[config.mk]
export PLATFORM = sky130hd
export DESIGN_NAME = seq_pattern_detector_flat
export DESIGN_NICKNAME = d
export VERILOG_FILES = /design/src/rtl/seq_det_pkg.sv /design/src/rtl/seq_pattern_detector_if.sv /design/src/rtl/seq_det_hist.sv /design/src/rtl/seq_pattern_detector.sv /design/src/flat_wrapper.sv
export SDC_FILE = /design/constraint.sdc
export NUM_CORES = 1
export LEC_CHECK = 0
export BUFFER_PORTS_ARGS = -buffer_cell sky130_fd_sc_hd__buf_2
export CAP_MARGIN = 40
export CELL_PAD_IN_SITES_DETAIL_PLACEMENT = 0
export CELL_PAD_IN_SITES_GLOBAL_PLACEMENT = 1
export CORE_AREA = 10 10 74 76
export DETAILED_ROUTE_END_ITERATION = 7
export DIE_AREA = 0 0 84 86
export GPL_ROUTABILITY_DRIVEN = 0
export MAX_ROUTING_LAYER = met4
export PLACE_DENSITY_LB_ADDON = 0.1
export SETUP_SLACK_MARGIN = 0.15
export SYNTH_ARGS = -nofsm -noshare
export SYNTH_HDL_FRONTEND = slang
export SYNTH_SLANG_ARGS = --single-unit
[constraint.sdc]
create_clock -name clock -period 6 [get_ports clock]
set_input_delay 0.3 -clock clock [delete_from_list [all_inputs] [get_ports clock]]
set_output_delay 0.3 -clock clock [all_outputs]
set_load 0.05 [all_outputs]
[src/rtl/seq_det_pkg.sv]
// Shared types and helpers for the programmable serial pattern detector.
package seq_det_pkg;

  typedef enum logic {
    IDLE = 1'b0,
    RUN  = 1'b1
  } state_e;

  // Upper bound on MAX_LEN / CNT_W; users truncate to their own width.
  localparam int MASK_W = 32;

  localparam logic [MASK_W-1:0] CNT_MAX = '1;

  // Ones in bit positions [len-1:0], zeros above.
  function automatic logic [MASK_W-1:0] len_mask(input int len);
    logic [MASK_W-1:0] m;
    m = '0;
    for (int i = 0; i < MASK_W; i++) begin
      m[i] = (i < len);
    end
    return m;
  endfunction

endpackage

[src/rtl/seq_pattern_detector_if.sv]
// Config, serial stream and status bundle for seq_pattern_detector.
interface seq_pattern_detector_if #(
  parameter int MAX_LEN = 8,
  parameter int LEN_W   = $clog2(MAX_LEN + 1),
  parameter int CNT_W   = 8
);

  logic               cfg_load;
  logic [MAX_LEN-1:0] cfg_pattern;
  logic [LEN_W-1:0]   cfg_len;
  logic               cfg_overlap;
  logic               in_valid;
  logic               sequence_in;
  logic               detector_out;
  logic [CNT_W-1:0]   match_count;
  logic               cfg_err;
  logic               active;

  modport master (
    output cfg_load, cfg_pattern, cfg_len, cfg_overlap, in_valid, sequence_in,
    input  detector_out, match_count, cfg_err, active
  );

  modport slave (
    input  cfg_load, cfg_pattern, cfg_len, cfg_overlap, in_valid, sequence_in,
    output detector_out, match_count, cfg_err, active
  );

endinterface

[src/rtl/seq_det_hist.sv]
// Serial history shift register with a saturating count of valid bits held.
module seq_det_hist #(
  parameter int MAX_LEN = 8,
  parameter int LEN_W   = $clog2(MAX_LEN + 1)
) (
  input  logic               clock,
  input  logic               reset,
  input  logic               clr,
  input  logic               shift,
  input  logic               bit_in,
  output logic [MAX_LEN-1:0] hist,
  output logic [LEN_W-1:0]   fill
);

  logic [MAX_LEN-1:0] hist_q, hist_d;
  logic [LEN_W-1:0]   fill_q, fill_d;

  // NOTE: every variable gets a default first so no latch is inferred.
  always_comb begin
    hist_d = hist_q;
    fill_d = fill_q;
    if (clr) begin
      hist_d = '0;
      fill_d = '0;
    end else if (shift) begin
      hist_d = MAX_LEN'({hist_q, bit_in});
      if (fill_q != LEN_W'(MAX_LEN)) fill_d = fill_q + LEN_W'(1);
    end
  end

  // NOTE: sequential state uses <= so every register updates from pre-edge values.
  always_ff @(posedge clock or posedge reset) begin
    if (reset) begin
      hist_q <= '0;
      fill_q <= '0;
    end else begin
      hist_q <= hist_d;
      fill_q <= fill_d;
    end
  end

  assign hist = hist_q;
  assign fill = fill_q;

endmodule

[src/rtl/seq_pattern_detector.sv]
// Runtime-programmable serial pattern detector with a registered match strobe
// and a saturating match counter.
module seq_pattern_detector
  import seq_det_pkg::*;
#(
  parameter int MAX_LEN = 8,
  parameter int LEN_W   = $clog2(MAX_LEN + 1),
  parameter int CNT_W   = 8
) (
  input  logic                   clock,
  input  logic                   reset,
  seq_pattern_detector_if.slave  bus
);

  localparam logic [CNT_W-1:0] CNT_SAT = CNT_W'(CNT_MAX);

  state_e             state_q, state_d;
  logic [MAX_LEN-1:0] pattern_q, pattern_d;
  logic [LEN_W-1:0]   len_q, len_d;
  logic               overlap_q, overlap_d;
  logic               det_q, det_d;
  logic [CNT_W-1:0]   cnt_q, cnt_d;
  logic               err_q, err_d;

  logic [MAX_LEN-1:0] hist, hist_next, mask;
  logic [LEN_W-1:0]   fill;
  logic               cfg_legal, sample, fill_ok, match;

  assign cfg_legal = (bus.cfg_len != '0) && (bus.cfg_len <= LEN_W'(MAX_LEN));
  // A config load in the same cycle drops the incoming bit.
  assign sample    = (state_q == RUN) && bus.in_valid && !bus.cfg_load;
  assign hist_next = MAX_LEN'({hist, bus.sequence_in});
  assign mask      = MAX_LEN'(len_mask(int'(len_q)));
  assign fill_ok   = ((LEN_W+1)'(fill) + (LEN_W+1)'(1)) >= (LEN_W+1)'(len_q);
  assign match     = sample && fill_ok && (((hist_next ^ pattern_q) & mask) == '0);

  // Without overlap a match empties the history so its bits cannot be reused.
  seq_det_hist #(
    .MAX_LEN (MAX_LEN),
    .LEN_W   (LEN_W)
  ) u_hist (
    .clock  (clock),
    .reset  (reset),
    .clr    (bus.cfg_load || (match && !overlap_q)),
    .shift  (sample),
    .bit_in (bus.sequence_in),
    .hist   (hist),
    .fill   (fill)
  );

  always_comb begin
    state_d   = state_q;
    pattern_d = pattern_q;
    len_d     = len_q;
    overlap_d = overlap_q;
    err_d     = err_q;
    cnt_d     = cnt_q;
    det_d     = 1'b0;

    case (state_q)
      IDLE: ;
      RUN: begin
        if (match) begin
          det_d = 1'b1;
          if (cnt_q != CNT_SAT) cnt_d = cnt_q + CNT_W'(1);
        end
      end
      default: state_d = IDLE;
    endcase

    if (bus.cfg_load) begin
      cnt_d = '0;
      det_d = 1'b0;
      if (cfg_legal) begin
        state_d   = RUN;
        err_d     = 1'b0;
        pattern_d = bus.cfg_pattern;
        len_d     = bus.cfg_len;
        overlap_d = bus.cfg_overlap;
      end else begin
        state_d = IDLE;
        err_d   = 1'b1;
      end
    end
  end

  always_ff @(posedge clock or posedge reset) begin
    if (reset) begin
      state_q   <= IDLE;
      pattern_q <= '0;
      len_q     <= '0;
      overlap_q <= 1'b0;
      det_q     <= 1'b0;
      cnt_q     <= '0;
      err_q     <= 1'b0;
    end else begin
      state_q   <= state_d;
      pattern_q <= pattern_d;
      len_q     <= len_d;
      overlap_q <= overlap_d;
      det_q     <= det_d;
      cnt_q     <= cnt_d;
      err_q     <= err_d;
    end
  end

  assign bus.detector_out = det_q;
  assign bus.match_count  = cnt_q;
  assign bus.cfg_err      = err_q;
  assign bus.active       = (state_q == RUN);

endmodule

[src/flat_wrapper.sv]
// flat-port wrapper written by rule: the top's interface ports become plain ports
module seq_pattern_detector_flat import seq_det_pkg::*;
#(
  parameter int MAX_LEN = 8,
  parameter int LEN_W   = $clog2(MAX_LEN + 1),
  parameter int CNT_W   = 8
)
  (clock, reset, bus_cfg_load, bus_cfg_pattern, bus_cfg_len, bus_cfg_overlap, bus_in_valid, bus_sequence_in, bus_detector_out, bus_match_count, bus_cfg_err, bus_active);
  seq_pattern_detector_if #(.MAX_LEN(MAX_LEN), .LEN_W(LEN_W), .CNT_W(CNT_W)) bus_i ();
  input  logic clock;
  input  logic reset;
  input wire logic [$bits(bus_i.cfg_load)-1:0] bus_cfg_load;
  input wire logic [$bits(bus_i.cfg_pattern)-1:0] bus_cfg_pattern;
  input wire logic [$bits(bus_i.cfg_len)-1:0] bus_cfg_len;
  input wire logic [$bits(bus_i.cfg_overlap)-1:0] bus_cfg_overlap;
  input wire logic [$bits(bus_i.in_valid)-1:0] bus_in_valid;
  input wire logic [$bits(bus_i.sequence_in)-1:0] bus_sequence_in;
  output wire logic [$bits(bus_i.detector_out)-1:0] bus_detector_out;
  output wire logic [$bits(bus_i.match_count)-1:0] bus_match_count;
  output wire logic [$bits(bus_i.cfg_err)-1:0] bus_cfg_err;
  output wire logic [$bits(bus_i.active)-1:0] bus_active;
  assign bus_i.cfg_load = bus_cfg_load;
  assign bus_i.cfg_pattern = bus_cfg_pattern;
  assign bus_i.cfg_len = bus_cfg_len;
  assign bus_i.cfg_overlap = bus_cfg_overlap;
  assign bus_i.in_valid = bus_in_valid;
  assign bus_i.sequence_in = bus_sequence_in;
  assign bus_detector_out = bus_i.detector_out;
  assign bus_match_count = bus_i.match_count;
  assign bus_cfg_err = bus_i.cfg_err;
  assign bus_active = bus_i.active;
  seq_pattern_detector #(.MAX_LEN(MAX_LEN), .LEN_W(LEN_W), .CNT_W(CNT_W)) u_core (.clock(clock), .reset(reset), .bus(bus_i));
endmodule
# After elaboration in Yosys (flattened, before gate mapping)
# Index checks and enable logic that the tools add are counted.
# word_totals
register_bits	35
latchBits	0
mem_bits_rw	0
romBits	0
in_bits	18
output_inout_bits	11
wordCells	59
memories	0
# classes
n_addsub	3
mul	0
n_div	0
n_lt_le_gt_ge	10
n_eq_ne	2
n_shift	0
n_mux	14
bitwise_logic	2
n_reduce_logical	19
# ops
operator	count
$mux W8	4
$lt A3 B4 Y1 const A	4
$mux W7	2
$mux W4	3
$reduce_bool A2 Y1	5
$add A8 B1 Y8 const B	1
$and A8 B8 Y8	1
$logic_not A8 Y1	1
$lt A1 B4 Y1 const A	2
$lt A2 B4 Y1 const A	2
$ne A8 B8 Y1 const B	1
$xor A8 B8 Y8	1
$logic_and A1 B1 Y1	6
$add A4 B1 Y5 const B	1
$ge A5 B4 Y1	1
$mux W1	5
$add A4 B1 Y4 const B	1
$le A4 B4 Y1 const B	1
$ne A4 B4 Y1 const B	1
$reduce_and A2 Y1	2
$reduce_bool A4 Y1	1
$reduce_and A3 Y1	1
$logic_not A1 Y1	2
$logic_or A1 B1 Y1	1

# Logic depth before layout (Yosys ltp)
# logic_depth
word_depth	8
mapped_depth	9
ltp_nobuf	9

# Modules after synthesis
# Synthesis repeated with hierarchy kept, for this count alone.
# unflattened
hier_cells	175
hier_area_um2	1911.8
# modules_own_cells
module	n_inst	cells_per_inst	area_each_um2	seq_area_each_um2
seq_pattern_detector	1	125	1350.0	600.6
seq_det_hist	1	50	561.8	300.3

# Least setup slack after synthesis
# OpenSTA, ideal clock, no wires.
# synth_timing
path_type	reg-to-reg
from	register u_core.u_hist.fill_q[0], in the netlist u_core.u_hist.fill[0]
to	register u_core.cnt_q[5], in the netlist u_core.bus.match_count[5]
setup_time_ns	0.134
arrival_ns	2.042
required_ns	5.866
setup_slack_ns	3.824
stages_incl_launch_ff	10
path_buffers	1
synth_period_minus_slack_ns	2.176
cell_sequence	dfrtp_1 > ha_1 > xor2_1 > ha_1 > o21ai_0 > o21ai_0 > nand4b_2 > buf_2 > o41ai_1 > a21oi_1
# synth_between
elab_chain_len	6
# synth_lines
element	line_no	source
start: declaration	seq_det_hist.sv:16	logic [LEN_W-1:0] fill_q, fill_d;
start signal: assignment	seq_det_hist.sv:38	fill_q <= fill_d;
$add A4 B1 Y5	seq_pattern_detector.sv:34	assign fill_ok = ((LEN_W+1)'(fill) + (LEN_W+1)'(1)) >= (LEN_W+1)'(len_q);
$ge A5 B4 Y1	seq_pattern_detector.sv:34	
$logic_and A1 B1 Y1 (2 in series)	seq_pattern_detector.sv:35	assign match = sample && fill_ok && (((hist_next ^ pattern_q) & mask) == '0);
$reduce_bool A2 Y1 (no source line)	n/a	
$reduce_and A3 Y1 (no source line)	n/a	
end signal: assignment	seq_pattern_detector.sv:102	cnt_q <= cnt_d;
end: declaration	seq_pattern_detector.sv:22	logic [CNT_W-1:0] cnt_q, cnt_d;
# No other way between the ends.
# A chain may end at the register's enable or synchronous reset.

# Final worst setup path
# layout_timing
from	register u_core.u_hist.fill_q[0], in the netlist u_core.u_hist.fill[0]
to	register u_core.u_hist.hist_q[1], in the netlist u_core.u_hist.hist[1]
# layout_between
elab_chain_len	7
word_cells_on_any_way	8
cone_classes	add/sub: 1; order compare: 1; mux: 1; reduce/logical: 5
# layout_lines
element	line_no	source
$add A4 B1 Y5 *	seq_pattern_detector.sv:34	
$ge A5 B4 Y1 *	seq_pattern_detector.sv:34	
$logic_and A1 B1 Y1 * (2 in series)	seq_pattern_detector.sv:35	
$logic_and A1 B1 Y1 *	seq_pattern_detector.sv:44	.clr (bus.cfg_load || (match && !overlap_q)),
$logic_or A1 B1 Y1 *	seq_pattern_detector.sv:44	
$mux W7 or $reduce_bool A2 Y1 (tied branches)	n/a	
end signal: assignment	seq_det_hist.sv:37	hist_q <= hist_d;
end: declaration	seq_det_hist.sv:15	logic [MAX_LEN-1:0] hist_q, hist_d;
# Every way passes the cells marked *; elsewhere a longest branch is shown, timed or not.

==> qor.yml <==
die:
  fp.dieH_um: 86
  rows: 23
  die-area_mm2: 0.00722
  start_util: 0.457
  coreArea_mm2: 0.00397
  num_io_pins: 29
  die_x_um: 84
setup_path:
  worstPathArrival_ns: 2.93
  crit_slowest_cell: "o21ai_0"
  cp_common_cell: "o21ai_0"
  critical_path_peak_fanout: 15
  required_ns: 6.17
  worst_setup_path_end_kind: "register"
  cp-start-kind: "register"
  path_class: "reg2reg"
  path_cells: "ha_1 > xor2_1 > ha_1 > o21ai_0 > o21ai_0 > nand4b_2 > o21ai_0 > buf_4 > a21oi_1"
  cpPeakStageDelay_ns: 0.56
pwr:
  totalPowerFinal_uw: 522
  peakVddDrop_mv: 0.151
  leakage_nw: 0.959
  p_per_area_mw_per_mm2: 252
global_route:
  grtUsageTotal: 0.117
  grt-ovfl-total: 0
  antenna_found_initial: 0
  grt_pass1_vias: 1443
  grt_max_degree: 36
  grt_pass1_wl_mm: 6.89
clock_tree:
  post-cts-setup-buffer-count: 0
  ctsLongestPathBuffers: 2
  clkTransAtPathRegs_ns: 0.07
  cts-root-buf: "clkbuf_8"
  cts_buffers: 5
  cts_tree: "built"
  post_cts_resized: 0
  cts.htree.levels: 2
  ctsHoldBuffers: 0
  cts_sinks: 35
  clock_latency_ns: 0.28
timing:
  fmax_mhz: 362
  rsz0062_at_grt: "false"
  hold_viol_final: 0
  setup_slack_ns: 3.24
  finClkSkew_ns: 0.00343
  setup_viol: 0
  period_needed_ns: 2.76
  fin_crit_sh: 0.461
  drv_slew: 0
  maxSlewHeadroom: 0.590
  worst_pin_slew_ns: 0.614
  tns_ns: 0
layout:
  nets: 232
  antenna_cells: 0
  syn_to_final_growth_pct: 14.2
  final_cell_mix: "35 x dfrtp_1, 28 x buf_2, 21 x nand2_1"
  final_common_cell: "dfrtp_1"
  fill_cells: 371
  drive_above_1_share: 0.255
  postLayoutCellArea_mm2: 0.00207
synth:
  netlist_area_mm2: 0.00181
  yosysTopAreaCellShare: 0.483
  syn_area_per_cell_um2: 10.2
  synth_cell_type_count: 34
  yosysWarnings: 0
  ys_seq_area_frac: 0.483
  synth_area_leaders: "dfrtp_1 48%, mux2_2 8.1%, ha_1 4.8%"
  ys_ff_latch: 35
  syn-instance-count: 177
  synth_largest_area_cell: "dfrtp_1"
  synth_nets: 202
routing:
  vias: 1387
  avgRoutedWirePerCell_um: 15.4
  dr.pass1.iters: 4
  drt-total-wl_mm: 3.97
  via_per_inst: 5.38
  ant_nets: 0
  route.detailed.drc: 0
  first_iter_violations: 65
placement:
  dp_hpwl_mm: 2.93
  place_ws_ns: 3.22
  place_area_mm2: 0.00199
  port-buffer-count: 28
outcome:
  outcome: "finished, final reports clean"
flow_run:
  maxCapViolCount: 0
hold_path:
  worst_hold_path_type: "in2async"
-- registers in the layout (all words and copies together), names as in the netlist --
signal,flops
u_core.bus.match_count,8
u_core.pattern_q,8
u_core.u_hist.hist,7
u_core.len_q,4
u_core.u_hist.fill,4
u_core.bus.active,1
u_core.bus.cfg_err,1
u_core.bus.detector_out,1
u_core.overlap_q,1
-- worst paths after layout --
path	startpoint	end	slack [ns]	cells after the start
max in group asynchronous	reset	u_core.bus.match_count[6]	5.58	3
min in group clock	bus_cfg_pattern[6]	u_core.pattern_q[6]	0.24	2
min reg2reg	u_core.bus.cfg_err	u_core.bus.cfg_err	0.48	1
max	u_core.u_hist.fill[0]	u_core.u_hist.hist[1]	3.24	9
max reg2reg	u_core.u_hist.fill[0]	u_core.u_hist.hist[1]	3.24	9
min	reset	u_core.len_q[3]	0.10	3
-- metal layers --
metal,track usage,up-vias,wire [um]
li1,-,688,-
met2,0.199,29,1980
met4,0.0411,0,52
met5,-,-,0
met1,0.129,663,1780
met3,0.0341,7,160
-- cells by family after synthesis --
group                    share of synthesized area
AO/OA/AOI/OAI                                0.130
XOR/XNOR                                    0.0628
adder cells (fa/ha/maj)                     0.0483
buffers and inverters                       0.0435
flip-flops                                   0.483
multiplexers                                0.0862
AND/OR/NAND/NOR                              0.146
-- synth_stat cells, drive strengths merged --
cell type / instances
a31oi: 3
o41ai: 2
inv: 10
o311ai: 1
dfrtp: 35
buf: 4
or3: 1
o21a: 1
nand3b: 1
nor3: 6
a211oi: 2
or4: 3
nand4b: 1
nand2b: 1
ha: 7
mux2i: 1
a41oi: 1
nand3: 7
mux2: 13
a21oi: 16
clkbuf: 3
nand2: 21
o22ai: 2
xnor2: 9
nor4: 1
o21ai: 9
o31ai: 3
xor2: 4
and3: 3
nor2: 6
-- metrics by stage --
stage          hold slack [ns]  cells   util
4_1_cts                  0.118    258  0.522
3_3_place_gp             0.415    249  0.499
5_1_grt                  0.145    258  0.522
3_5_place_dp             0.425    250  0.501
6_report                 0.105    258  0.522
2_1_floorplan            0.431    177      -
-- where the power goes --
part | switching [mW] | internal [mW]
Combinational | 0.0448 | 0.0408
Sequential | 0.0216 | 0.255
Clock | 0.0783 | 0.0813
-- final cells by class --
cell class	instances	area [um^2]	share of cell area
sequential	35	876	0.423
multi-input combinational	125	860	0.415
timing repair buffer	30	155	0.0749
clock buffer	7	76.3	0.0368
tap	50	62.6	0.0302
inverter	10	37.5	0.0181
clock inverter	1	5.00	0.00242
-- worst max-delay path, delay by kind of cell (launching register included) --
kind,cells,cell delay [ns]
DFF,1,0.42
adders and majority gates,2,0.53
xor gates and xnor gates,1,0.19
AOI/OAI and AO/OA,4,0.90
and+or+nand+nor,1,0.34
buffers and inverters,1,0.26
Power figures use the tool's default switching activity.
